--- src/rtl/stream_demux_pkg.sv ---
// stream_demux_pkg: shared FSM encoding and drop counter width for the stream demux
package stream_demux_pkg;
  typedef enum logic [1:0] {IDLE = 2'd0, BUSY = 2'd1, DROP = 2'd2} state_e;
  localparam int DROP_CW = 8;
endpackage

--- src/rtl/demux_out_reg.sv ---
// demux_out_reg: one-entry valid/ready output register holding data plus last
module demux_out_reg #(
  parameter int DW = 8
) (
  input  logic          clk,
  input  logic          rst,
  input  logic          load_i,
  input  logic [DW-1:0] data_i,
  input  logic          last_i,
  input  logic          ready_i,
  output logic          valid_o,
  output logic [DW-1:0] data_o,
  output logic          last_o,
  output logic          space_o
);
  logic          valid_q, valid_d, last_q, last_d;
  logic [DW-1:0] data_q, data_d;
  always_comb begin
    valid_d = load_i | (valid_q & ~ready_i);
    data_d  = load_i ? data_i : data_q;
    last_d  = load_i ? last_i : last_q;
  end
  always_ff @(posedge clk) begin
    if (rst) begin
      valid_q <= 1'b0;
      data_q  <= '0;
      last_q  <= 1'b0;
    end else begin
      valid_q <= valid_d;
      data_q  <= data_d;
      last_q  <= last_d;
    end
  end
  assign valid_o = valid_q;
  assign data_o  = data_q;
  assign last_o  = last_q;
  assign space_o = ~valid_q | ready_i;
endmodule

--- src/rtl/stream_demux_1xn.sv ---
// stream_demux_1xn: registered 1-to-N valid/ready demux with packet lock and invalid-select dropping
module stream_demux_1xn
  import stream_demux_pkg::*;
#(
  parameter int N_CH     = 8,
  parameter int DW       = 8,
  parameter int PKT_MODE = 1,
  localparam int SW      = $clog2(N_CH)
) (
  input  logic                 clk,
  input  logic                 rst,
  input  logic [DW-1:0]        in_data,
  input  logic [SW-1:0]        in_sel,
  input  logic                 in_last,
  input  logic                 in_valid,
  output logic                 in_ready,
  output logic [N_CH*DW-1:0]   out_data,
  output logic [N_CH-1:0]      out_last,
  output logic [N_CH-1:0]      out_valid,
  input  logic [N_CH-1:0]      out_ready,
  output logic                 err_sel,
  output logic [DROP_CW-1:0]   drop_cnt
);
  state_e               state_q, state_d;
  logic [SW-1:0]        lock_q, lock_d, tgt;
  logic                 err_q, err_d, tgt_ok, sink, acc, drop;
  logic [DROP_CW-1:0]   cnt_q, cnt_d;
  logic [N_CH-1:0]      space, load;
  logic [2**SW-1:0]     space_ext;
  always_comb begin
    space_ext = '0;
    space_ext[N_CH-1:0] = space;
  end
  assign tgt      = (state_q == BUSY) ? lock_q : in_sel;
  assign tgt_ok   = int'(tgt) < N_CH;
  assign sink     = ~tgt_ok | (state_q == DROP);
  assign in_ready = sink | space_ext[tgt];
  assign acc      = in_valid & in_ready;
  assign drop     = acc & sink;
  // only the first sunk beat of a packet is seen outside DROP, so it alone raises err_sel
  always_comb begin
    state_d = state_q;
    lock_d  = lock_q;
    if (PKT_MODE != 0 && acc) begin
      if (state_q == IDLE) begin
        if (!in_last) begin
          state_d = tgt_ok ? BUSY : DROP;
          lock_d  = tgt_ok ? in_sel : lock_q;
        end
      end else if (in_last) begin
        state_d = IDLE;
      end
    end
    err_d = drop & (state_q != DROP);
    cnt_d = (drop && cnt_q != '1) ? cnt_q + 1'b1 : cnt_q;
  end
  always_ff @(posedge clk) begin
    if (rst) begin
      state_q <= IDLE;
      lock_q  <= '0;
      err_q   <= 1'b0;
      cnt_q   <= '0;
    end else begin
      state_q <= state_d;
      lock_q  <= lock_d;
      err_q   <= err_d;
      cnt_q   <= cnt_d;
    end
  end
  assign err_sel  = err_q;
  assign drop_cnt = cnt_q;
  for (genvar c = 0; c < N_CH; c++) begin : g_ch
    assign load[c] = acc & ~sink & (tgt == SW'(c));
    demux_out_reg #(.DW(DW)) u_reg (
      .clk     (clk),
      .rst     (rst),
      .load_i  (load[c]),
      .data_i  (in_data),
      .last_i  (in_last),
      .ready_i (out_ready[c]),
      .valid_o (out_valid[c]),
      .data_o  (out_data[c*DW +: DW]),
      .last_o  (out_last[c]),
      .space_o (space[c])
    );
  end
endmodule
--- config.mk ---
export PLATFORM = sky130hd
export DESIGN_NAME = stream_demux_1xn
export DESIGN_NICKNAME = d
export VERILOG_FILES = /design/src/rtl/stream_demux_pkg.sv /design/src/rtl/demux_out_reg.sv /design/src/rtl/stream_demux_1xn.sv
export SDC_FILE = /design/constraint.sdc
export NUM_CORES = 1
export LEC_CHECK = 0
export ABC_CLOCK_PERIOD_IN_PS = 2920
export BUFFER_PORTS_ARGS = -buffer_cell sky130_fd_sc_hd__buf_4
export CELL_PAD_IN_SITES_DETAIL_PLACEMENT = 0
export CELL_PAD_IN_SITES_GLOBAL_PLACEMENT = 2
export CORE_MARGIN = 5
export CORE_UTILIZATION = 25
export DETAILED_ROUTE_END_ITERATION = 10
export GPL_TIMING_DRIVEN = 0
export HOLD_SLACK_MARGIN = 0.15
export PLACE_DENSITY = 0.73
export REMOVE_ABC_BUFFERS = 1
export SLEW_MARGIN = 20
export SYNTH_ARGS = -nofsm -noshare
export SYNTH_HDL_FRONTEND = slang
export SYNTH_SLANG_ARGS = --single-unit
--- constraint.sdc ---
create_clock -name clk -period 2.92 [get_ports clk]
set_input_delay 0.292 -clock clk [delete_from_list [all_inputs] [get_ports clk]]
set_output_delay 0.292 -clock clk [all_outputs]
set_load 0.02 [all_outputs]
== Word-level counts from Yosys, hierarchy flattened ==
Cells that the tools add are included.

* Magnitude comparators: 1
* Add/sub/neg operators: 1
* Reductions and logical operators: 6
* Mux-type cells: 6
* Bitwise operators: 55
* Equal/unequal tests: 12

{| class="wikitable"
|+ Operator list
! kind !! count
|-
| $and A1 B1 Y1 || 20
|-
| $not A1 Y1 || 18
|-
| $or A1 B1 Y1 || 17
|-
| $eq A3 B3 Y1 const B || 4
|-
| $add A8 B1 Y8 const B || 1
|-
| $ne A8 B8 Y1 const B || 1
|-
| $eq A3 B2 Y1 const B || 2
|-
| $mux W2 || 3
|-
| $reduce_and A3 Y1 || 2
|-
| $lt A3 B4 Y1 const B || 1
|-
| $ne A2 B2 Y1 const B || 2
|-
| $bmux W1 S3 || 1
|-
| $eq A3 B1 Y1 const B || 1
|-
| $logic_not A3 Y1 || 1
|-
| $mux W3 || 1
|-
| $eq A2 B1 Y1 const B || 1
|-
| $eq A2 B2 Y1 const B || 1
|-
| $logic_not A2 Y1 || 1
|-
| $reduce_bool A2 Y1 || 1
|-
| $logic_and A1 B1 Y1 || 1
|-
| $mux W1 || 1
|}

* Output and inout bits: 90
* Bits of input ports: 23
* Register bits after elaboration: 94

== Longest topological paths before layout ==
Gate-level depths: netlist of the first run.

* Depth in word-level cells: 9
* Gate-level depth with buffers: 8
* Depth with buffers taken out: 6

== Hierarchy ==
From an unflattened synthesis of the first run, not the netlist that was laid out.

* Cells, all modules: 346
* Area total of the unflattened synthesis: 3478.3 um^2

{| class="wikitable"
|+ Modules (own cells, without submodules)
! module !! cells an instance !! area an instance (um^2) !! instances
|-
| demux_out_reg || 33 || 355.3 || 8
|-
| stream_demux_1xn || 82 || 635.6 || 1
|}

== Worst setup path after synthesis of the first run ==
OpenSTA, ideal clock, no wires.

* Path type: register -> register
* Start: register state_q[0]
* End: register state_q[0]
* Path buffers: 1
* Path slack: 1019 ps
* Stages on the path, launching flop included: 7
* Clock period less this slack: 1901 ps
* Required time: 2767 ps
* Data arrival time: 1748 ps
* Cells stage by stage: dfxtp_1 -> buf_6 -> nand2_1 -> o32ai_2 -> a221o_2 -> o21ai_0 -> a311oi_1

* Word-level cells in the longest chain between the ends: 7
* Elaborated cells on any way between the ends: 12
* Classes of those cells: eq/ne (3); mux (4); bitwise (2); reduce/logical (3)

{| class="wikitable"
|+ Ends and longest elaborated chain
! what !! RTL line !! text
|-
| from (decl) || stream_demux_1xn.sv:24 || <nowiki>state_e state_q, state_d;</nowiki>
|-
| from (signal assigned) || stream_demux_1xn.sv:64 || <nowiki>state_q <= state_d;</nowiki>
|-
| $eq A2 B1 Y1 || stream_demux_1xn.sv:34 || <nowiki>assign tgt = (state_q == BUSY) ? lock_q : in_sel;</nowiki>
|-
| $mux W3 || stream_demux_1xn.sv:34 ||
|-
| $bmux W1 S3 || stream_demux_1xn.sv:37 || <nowiki>assign in_ready = sink | space_ext[tgt];</nowiki>
|-
| $mux W1 (implied by the code) || stream_demux_1xn.sv:37 ||
|-
| $or A1 B1 Y1 (*) || stream_demux_1xn.sv:37 ||
|-
| via in_ready || stream_demux_1xn.sv:16 || <nowiki>output logic in_ready,</nowiki>
|-
| $and A1 B1 Y1 (*) || stream_demux_1xn.sv:38 || <nowiki>assign acc = in_valid & in_ready;</nowiki>
|-
| $reduce_and A3 Y1 (no source line) (*) || - ||
|}

Mark *: on every way through the listed nets, which the timed path passes. The rest lies on a longest branch. The select of a mux whose other input is x is not followed.
A chain may end at the register's enable or synchronous reset.

== Final worst setup path of the first run ==
* Start: register state_q[0]
* End: register g_ch[2].u_reg.data_q[6]

* Word-level cells in the longest chain between the ends: 8
* Elaborated cells on any way between the ends: 11
* Classes of those cells: eq/ne (3); mux (3); bitwise (5)

{| class="wikitable"
|+ Ends and longest elaborated chain
! what !! RTL line !! text
|-
| $eq A2 B1 Y1 || stream_demux_1xn.sv:34 ||
|-
| $mux W3 || stream_demux_1xn.sv:34 ||
|-
| $bmux W1 S3 || stream_demux_1xn.sv:37 ||
|-
| $mux W1 (implied by the code) || stream_demux_1xn.sv:37 ||
|-
| $or A1 B1 Y1 || stream_demux_1xn.sv:37 ||
|-
| $and A1 B1 Y1 || stream_demux_1xn.sv:38 ||
|-
| $and A1 B1 Y1 || stream_demux_1xn.sv:73 || <nowiki>assign load[c] = acc & ~sink & (tgt == SW'(c));</nowiki>
|-
| $and A1 B1 Y1 (*) || stream_demux_1xn.sv:73 ||
|-
| to (signal assigned) || demux_out_reg.sv:30 || <nowiki>data_q <= data_d;</nowiki>
|-
| to (decl) || demux_out_reg.sv:17 || <nowiki>logic [DW-1:0] data_q, data_d;</nowiki>
|}

Mark *: on every way between the ends. The rest lies on a longest branch, timed or not. The select of a mux whose other input is x is not followed.

==> results.yml, run 1 <==
worst_setup_path:
  cp-startpoint: "state_q[0]$_SDFFE_PP0P_"
  worstPathMaxFanout: 10
  path_cells: "mux2i_1, a21bo_2, nor3_4, mux2i_1, nor2_1"
  start_kind: "flip-flop"
  worstSetupPathType: "reg2reg"
  cpMaxStageDelayCell: "nor3_4"
  r2r_start: "state_q[0]$_SDFFE_PP0P_"
  crit_top_cell: "mux2i_1"
  critPathArrivalTime_ns: 2.77
  crit_path_end_kind: "flip-flop"
  max_stage_delay_ns: 0.74
  cp_data_required_time_ns: 3.11
cts:
  cts_resized: 0
  cts_buffers: 9
  clk_latency_ns: 0.34
  cts_buffer_depth: 2
  path_clk_slew_ns: 0.06
  clock-sinks: 84
  cts_tree: "done"
  cts-htree-levels: 3
  clock-root-buffer: "clkbuf_16"
yosys:
  synth-compound-area-share: 0.0526
  yosys-top-cells-area: "dfxtp_1, mux2i_1, buf_4, nor2_1, buf_6"
  yosysSeqAreaShare: 0.474
  synth-seq-cells: 84
  synth_area_per_cell_um2: 10.1
  synthSimpleGateAreaFrac: 0.145
  ys.flop_type: "dfxtp_1"
  ys_types: 31
  synth-edff-count: 0
  synth.cell_area_um2: 3550
  synthAdderAreaFrac: 0
  synth_top_area_share: 0.474
  synthMostInstantiatedCell: "dfxtp_1"
  yosys_warnings: 0
  synthXorXnorAreaFrac: 0
  synthTopCellsByCount: "dfxtp_1, mux2i_1, nor2_1"
  synth.area.mux_share: 0.214
  synth_area_leader_cell: "dfxtp_1"
  synthArstFlopShare: 0
  synth_cells: 350
  synth_top_family_by_area: "multiplexers"
die:
  die_w_um: 129
  ios: 113
  core_um2: 13900
  placementRows: 43
  initial_core_util: 0.256
  die_area_um2: 16700
  die_h_um: 129
routing:
  vias: 2573
  ant_nets: 0
  drt_pass1_iterations: 5
  wl_um: 9480
  avgViaCountPerCell: 4.22
  drtIter0Drc: 128
  wl_per_cell_um: 15.6
  drc: 0
global_route:
  gr-total-overflow: 0
  grt_pass1_vias: 2513
  antenna_found_initial: 0
  grt_use_total: 0.115
  grt_max_degree: 88
  grt_pass1_wl_um: 14400
layout:
  final_layout_size_suffix_gt1_frac: 0.319
  nets: 447
  final_core_util: 0.326
  syn2layout_area_growth_pct: 27.6
  final_cells: 609
  antenna_cells: 0
run:
  max-cap-violations: 0
min_path:
  hold_class: "in2reg"
  min_from: "out_ready[5]"
timing:
  slew_violations: 0
  rsz0062_at_grt: "false"
  fin_skew_ns: 0.00527
  tightestPinTransition_ns: 1.08
  period_minus_slack_ns: 2.57
  slew_headroom: 0.279
  worst_slack_ns: 0.347
  finalCritPeriodShare: 0.881
  finalSetupViolCount: 0
  fmax_mhz: 389
  hold_viol_final: 0
  fin_hold_ws_ns: 0.230
placed_design:
  dp_slack_ns: 0.135
  dpl.hpwl_um: 6390
  placedCellCount: 588
  io_buffers: 103
  gp_congestion: 0.716
power:
  vdd_drop_max_mv: 0.350
  powerDensity_nw_per_um2: 570
  p_leak_uw: 0.00217
outcome:
  outcome: "completed"
path summary, 6_finish.rpt:
| path | endpoint | slack [ns] | cells after the start |
|---|---|---|---|
| min | g_ch[5].u_reg.valid_o$_SDFF_PP0_ | 0.23 | 3 |
| max | g_ch[2].u_reg.data_o[6]$_SDFFE_PP0P_ | 0.35 | 5 |
| max reg2reg | g_ch[2].u_reg.data_o[6]$_SDFFE_PP0P_ | 0.35 | 5 |
| min reg2reg | lock_q[2]$_SDFFE_PP0P_ | 0.48 | 2 |
critical path: cells and delay by family (launching register included):
family,cells,cell delay (ns)
AO/OA/AOI/OAI,1,0.35
flip-flops,1,0.59
multiplexers,2,0.69
AND/OR/NAND/NOR,2,0.79
registers in the layout (all words and copies together), names as in the netlist:
signal / flops
g_ch.u_reg.valid_o: 8
lock_q: 3
state_q: 1
g_ch.u_reg.last_o: 8
g_ch.u_reg.data_o: 64
cell type report:
type	count	area [um^2]
Clock buffer	12	246
Clock inverter	4	25.0
Fill cell	1466	9350
Inverter	6	22.5
Multi-Input combinational cell	215	1520
Sequential cell	84	1680
Tap cell	180	225
Timing Repair Buffer	108	811
stage by stage:
step                cell area (um^2)  setup TNS (ns)  power, uW
floorplan                       3200               0       1410
global placement                4200          -0.426       1560
detailed placement              4220               0       1570
CTS                             4490               0       2650
global route                    4530               0       2710
finish                          4530               0       2580
logic make-up (layout without fill, tap and decap cells):
kind of cell	count (synthesis)	count (layout)
AND/OR/NAND/NOR	110	110
AO/OA/AOI/OAI	20	20
multiplexers	76	76
flip-flops	84	84
buffers and inverters	59	130
other	1	9
per-layer routing:
| layer | track usage | routed length [um] | up-vias |
|---|---|---|---|
| met5 | 0 | 0 | - |
| li1 | - | - | 1270 |
| met1 | 0.137 | 4000 | 1205 |
| met3 | 0.0474 | 746 | 11 |
| met2 | 0.186 | 4600 | 87 |
| met4 | 0.0420 | 141 | 0 |
where the power goes:
part	internal [uW]	total (uW)	switching, uW
combinational	137	328	191
clock	597	1040	446
sequential	1180	1210	27.6
layout by cell type, fill, tap and decap left out, types with 3 or more instances in the layout:
master | synthesis | layout
a21oi_1 | 8 | 8
nor3_4 | 0 | 3
nor2_1 | 73 | 73
dfxtp_1 | 84 | 84
inv_1 | 5 | 5
mux2i_1 | 76 | 76
o32ai_2 | 3 | 3
nor2b_1 | 5 | 5
clkbuf_16 | 0 | 9
nand2_1 | 7 | 7
buf_4 | 37 | 108
nand2b_1 | 9 | 9
nand4_1 | 4 | 4
conb_1 | 1 | 9
repair_timing:
item	CTS	global route
setup buffers	0	5
setup endpoints to repair	0	8
hold buffers	0	0
Power figures use the tool's default switching activity.
==> run 2: changes to the inputs <==
SYNTH_HIERARCHICAL = 1   (was unset)
==> run 2 against run 1 <==
- final cell count grew 3.6%
- utilization grew 1.6 points
- flip-flop and latch count is the same
- die area shrank 1.8%
- clock-buffer cell count grew 2
- largest power group unchanged
==> results.yml, run 2 <==
die:
  die_w_um: 128
  die_area_um2: 16400
  core_um2: 13800
  ios: 113
  placementRows: 43
  die_h_um: 128
  initial_core_util: 0.253
yosys:
  synthTopCellsByCount: "dfxtp_1, nor2_1, mux2i_1"
  synth.cell_area_um2: 3480
  synth-edff-count: 0
  yosys-top-cells-area: "dfxtp_1, mux2i_1, nor2_1, buf_6, buf_4"
  yosys_warnings: 6
  synthSimpleGateAreaFrac: 0.155
  synth_top_family_by_area: "multiplexers"
  synth_area_leader_cell: "dfxtp_1"
  synth-seq-cells: 84
  synth_area_per_cell_um2: 10.1
  synthAdderAreaFrac: 0
  synth.area.mux_share: 0.226
  synth_top_area_share: 0.483
  synthArstFlopShare: 0
  ys_types: 40
  yosysSeqAreaShare: 0.483
  synth_cells: 346
  synthMostInstantiatedCell: "dfxtp_1"
  ys.flop_type: "dfxtp_1"
  synth-compound-area-share: 0.0493
  synthXorXnorAreaFrac: 0
timing:
  finalCritPeriodShare: 0.880
  fin_skew_ns: 0.00568
  rsz0062_at_grt: "false"
  hold_viol_final: 0
  finalSetupViolCount: 0
  fin_hold_ws_ns: 0.260
  fmax_mhz: 389
  slew_violations: 0
  slew_headroom: 0.398
  tightestPinTransition_ns: 0.904
  setup_tns_ns: 0
  period_minus_slack_ns: 2.57
worst_setup_path:
  max_stage_delay_ns: 0.57
  cp_data_required_time_ns: 3.11
  worstSetupPathType: "reg2reg"
  start_kind: "flip-flop"
  cpMaxStageDelayCell: "or3b_1"
  path_cells: "mux2_2, o211ai_2, or3b_1, nor3_4, buf_4, mux2i_1, nor2_1"
  crit_path_end_kind: "flip-flop"
  worstPathMaxFanout: 9
  critPathArrivalTime_ns: 2.76
outcome:
  outcome: "completed"
cts:
  cts_buffers: 9
  cts_tree: "done"
  path_clk_slew_ns: 0.06
  clock-sinks: 84
  hold_buffers: 0
  postCtsSetupRepairBufs: 0
  clk_latency_ns: 0.33
  cts-htree-levels: 3
  clock-root-buffer: "clkbuf_16"
  cts_buffer_depth: 2
routing:
  wl_per_cell_um: 15.6
  drc: 0
  ant_nets: 0
  wl_um: 9840
  drt_pass1_iterations: 4
  drtIter0Drc: 86
  avgViaCountPerCell: 4.28
  vias: 2702
layout:
  fillers: 1445
  nets: 469
  final_core_util: 0.342
  final_common_cell: "buf_4"
  largest_reg_flops: 64
  layout.area.seq_um2: 1680
  multi_input_area_um2: 1570
  final_layout_size_suffix_gt1_frac: 0.322
  syn2layout_area_growth_pct: 35.4
  antenna_cells: 0
  layout_common_cells: "buf_4, dfxtp_1, mux2i_1, nor2_1, nand2b_1"
placed_design:
  dpl.hpwl_um: 7120
  io_buffers: 103
  gp_congestion: 0.744
run:
  max-cap-violations: 0
min_path:
  hold_class: "in2reg"
power:
  p_leak_uw: 0.00190
  power_switching_uw: 632
  p_comb_frac: 0.108
  total_power_uw: 2620
  powerDensity_nw_per_um2: 556
  sw_frac_of_total: 0.241
  p_clk_frac: 0.434
  seqPwrFrac: 0.458
  vdd_drop_max_mv: 0.234
  intPower_uw: 1990
global_route:
  grt_pass1_wl_um: 15100
  antenna_found_initial: 0
  grt_max_degree: 89
  gr-total-overflow: 0
  grt_pass1_vias: 2742
  grt_use_total: 0.121
## run 2: changes by cell type after synthesis, moves of 3 or more
| cell | change |
|---|---|
| clkbuf_2 | +9 |
| o32ai_2 | -3 |
| nor3_2 | -4 |
| clkbuf_1 | -10 |
| buf_4 | -26 |
| nor3_1 | +4 |
| nand2b_1 | +4 |
| buf_6 | +5 |
| inv_1 | +7 |
| nand2_1 | -6 |
| nor2_1 | +6 |
| nand4_1 | -4 |
## run 2: worst paths after layout
check | depth (start not counted) | end | from | slack, ns
worst max-delay path | 7 | g_ch[5].u_reg/data_o[4]$_SDFFE_PP0P_ | lock_q[1]$_SDFFE_PP0P_ | 0.35
worst min-delay path | 3 | g_ch[0].u_reg/valid_o$_SDFF_PP0_ | out_ready[0] | 0.26
worst max register to register | 7 | g_ch[5].u_reg/data_o[4]$_SDFFE_PP0P_ | lock_q[1]$_SDFFE_PP0P_ | 0.35
worst min register to register | 2 | g_ch[6].u_reg/data_o[5]$_SDFFE_PP0P_ | g_ch[6].u_reg/data_o[5]$_SDFFE_PP0P_ | 0.49
## run 2: cells by family (layout without fill, tap and decap cells)
logic type	after synthesis	in the layout
other	1	9
buffers and inverters	44	141
and+or+nand+nor	116	116
muxes	78	78
DFF	84	84
AOI/OAI and AO/OA	23	23
## run 2: stage by stage
| stage | worst slack (ns) | cells | instance area [um^2] |
|---|---|---|---|
| floorplan | 0.152 | 322 | 3260 |
| global placement | -1.37 | 605 | 4260 |
| detailed placement | -0.0356 | 615 | 4390 |
| CTS | 0.135 | 631 | 4700 |
| global route | 0.165 | 631 | 4710 |
| finish | 0.352 | 631 | 4710 |
## run 2: layout make-up
class,count,area share
clock buffers,14,0.0625
well taps,180,0.0478
inverters,12,0.00957
flip-flops and latches,84,0.357
multi-input cells,226,0.334
repair buffers,113,0.186
clock inverters,2,0.00292
## run 2: critical path, delay by kind of cell (launching register included)
kind	cells	cell delay, ns
simple gates	3	1.13
buf+inv	1	0.28
compound gates	1	0.07
mux	2	0.44
flops	1	0.50
## run 2: routing by layer
layer | track usage | up-vias | wire length [um]
li1 | - | 1338 | -
met1 | 0.153 | 1270 | 4400
met2 | 0.193 | 83 | 4660
met3 | 0.0371 | 11 | 603
met4 | 0.0506 | 0 | 180
met5 | 0 | - | 0
## run 2: power by group through the flow
stage	Combinational, uW	Clock [uW]	Sequential, uW
floorplan	113	0	1250
global placement	271	0	1220
detailed placement	284	0	1220
CTS	286	1190	1200
global route	309	1240	1200
finish	282	1140	1200
## run 2: timing repair
action / CTS / global route
resized for setup: 1 / 2
setup endpoints to repair: 5 / 14
gates cloned: 0 / 0
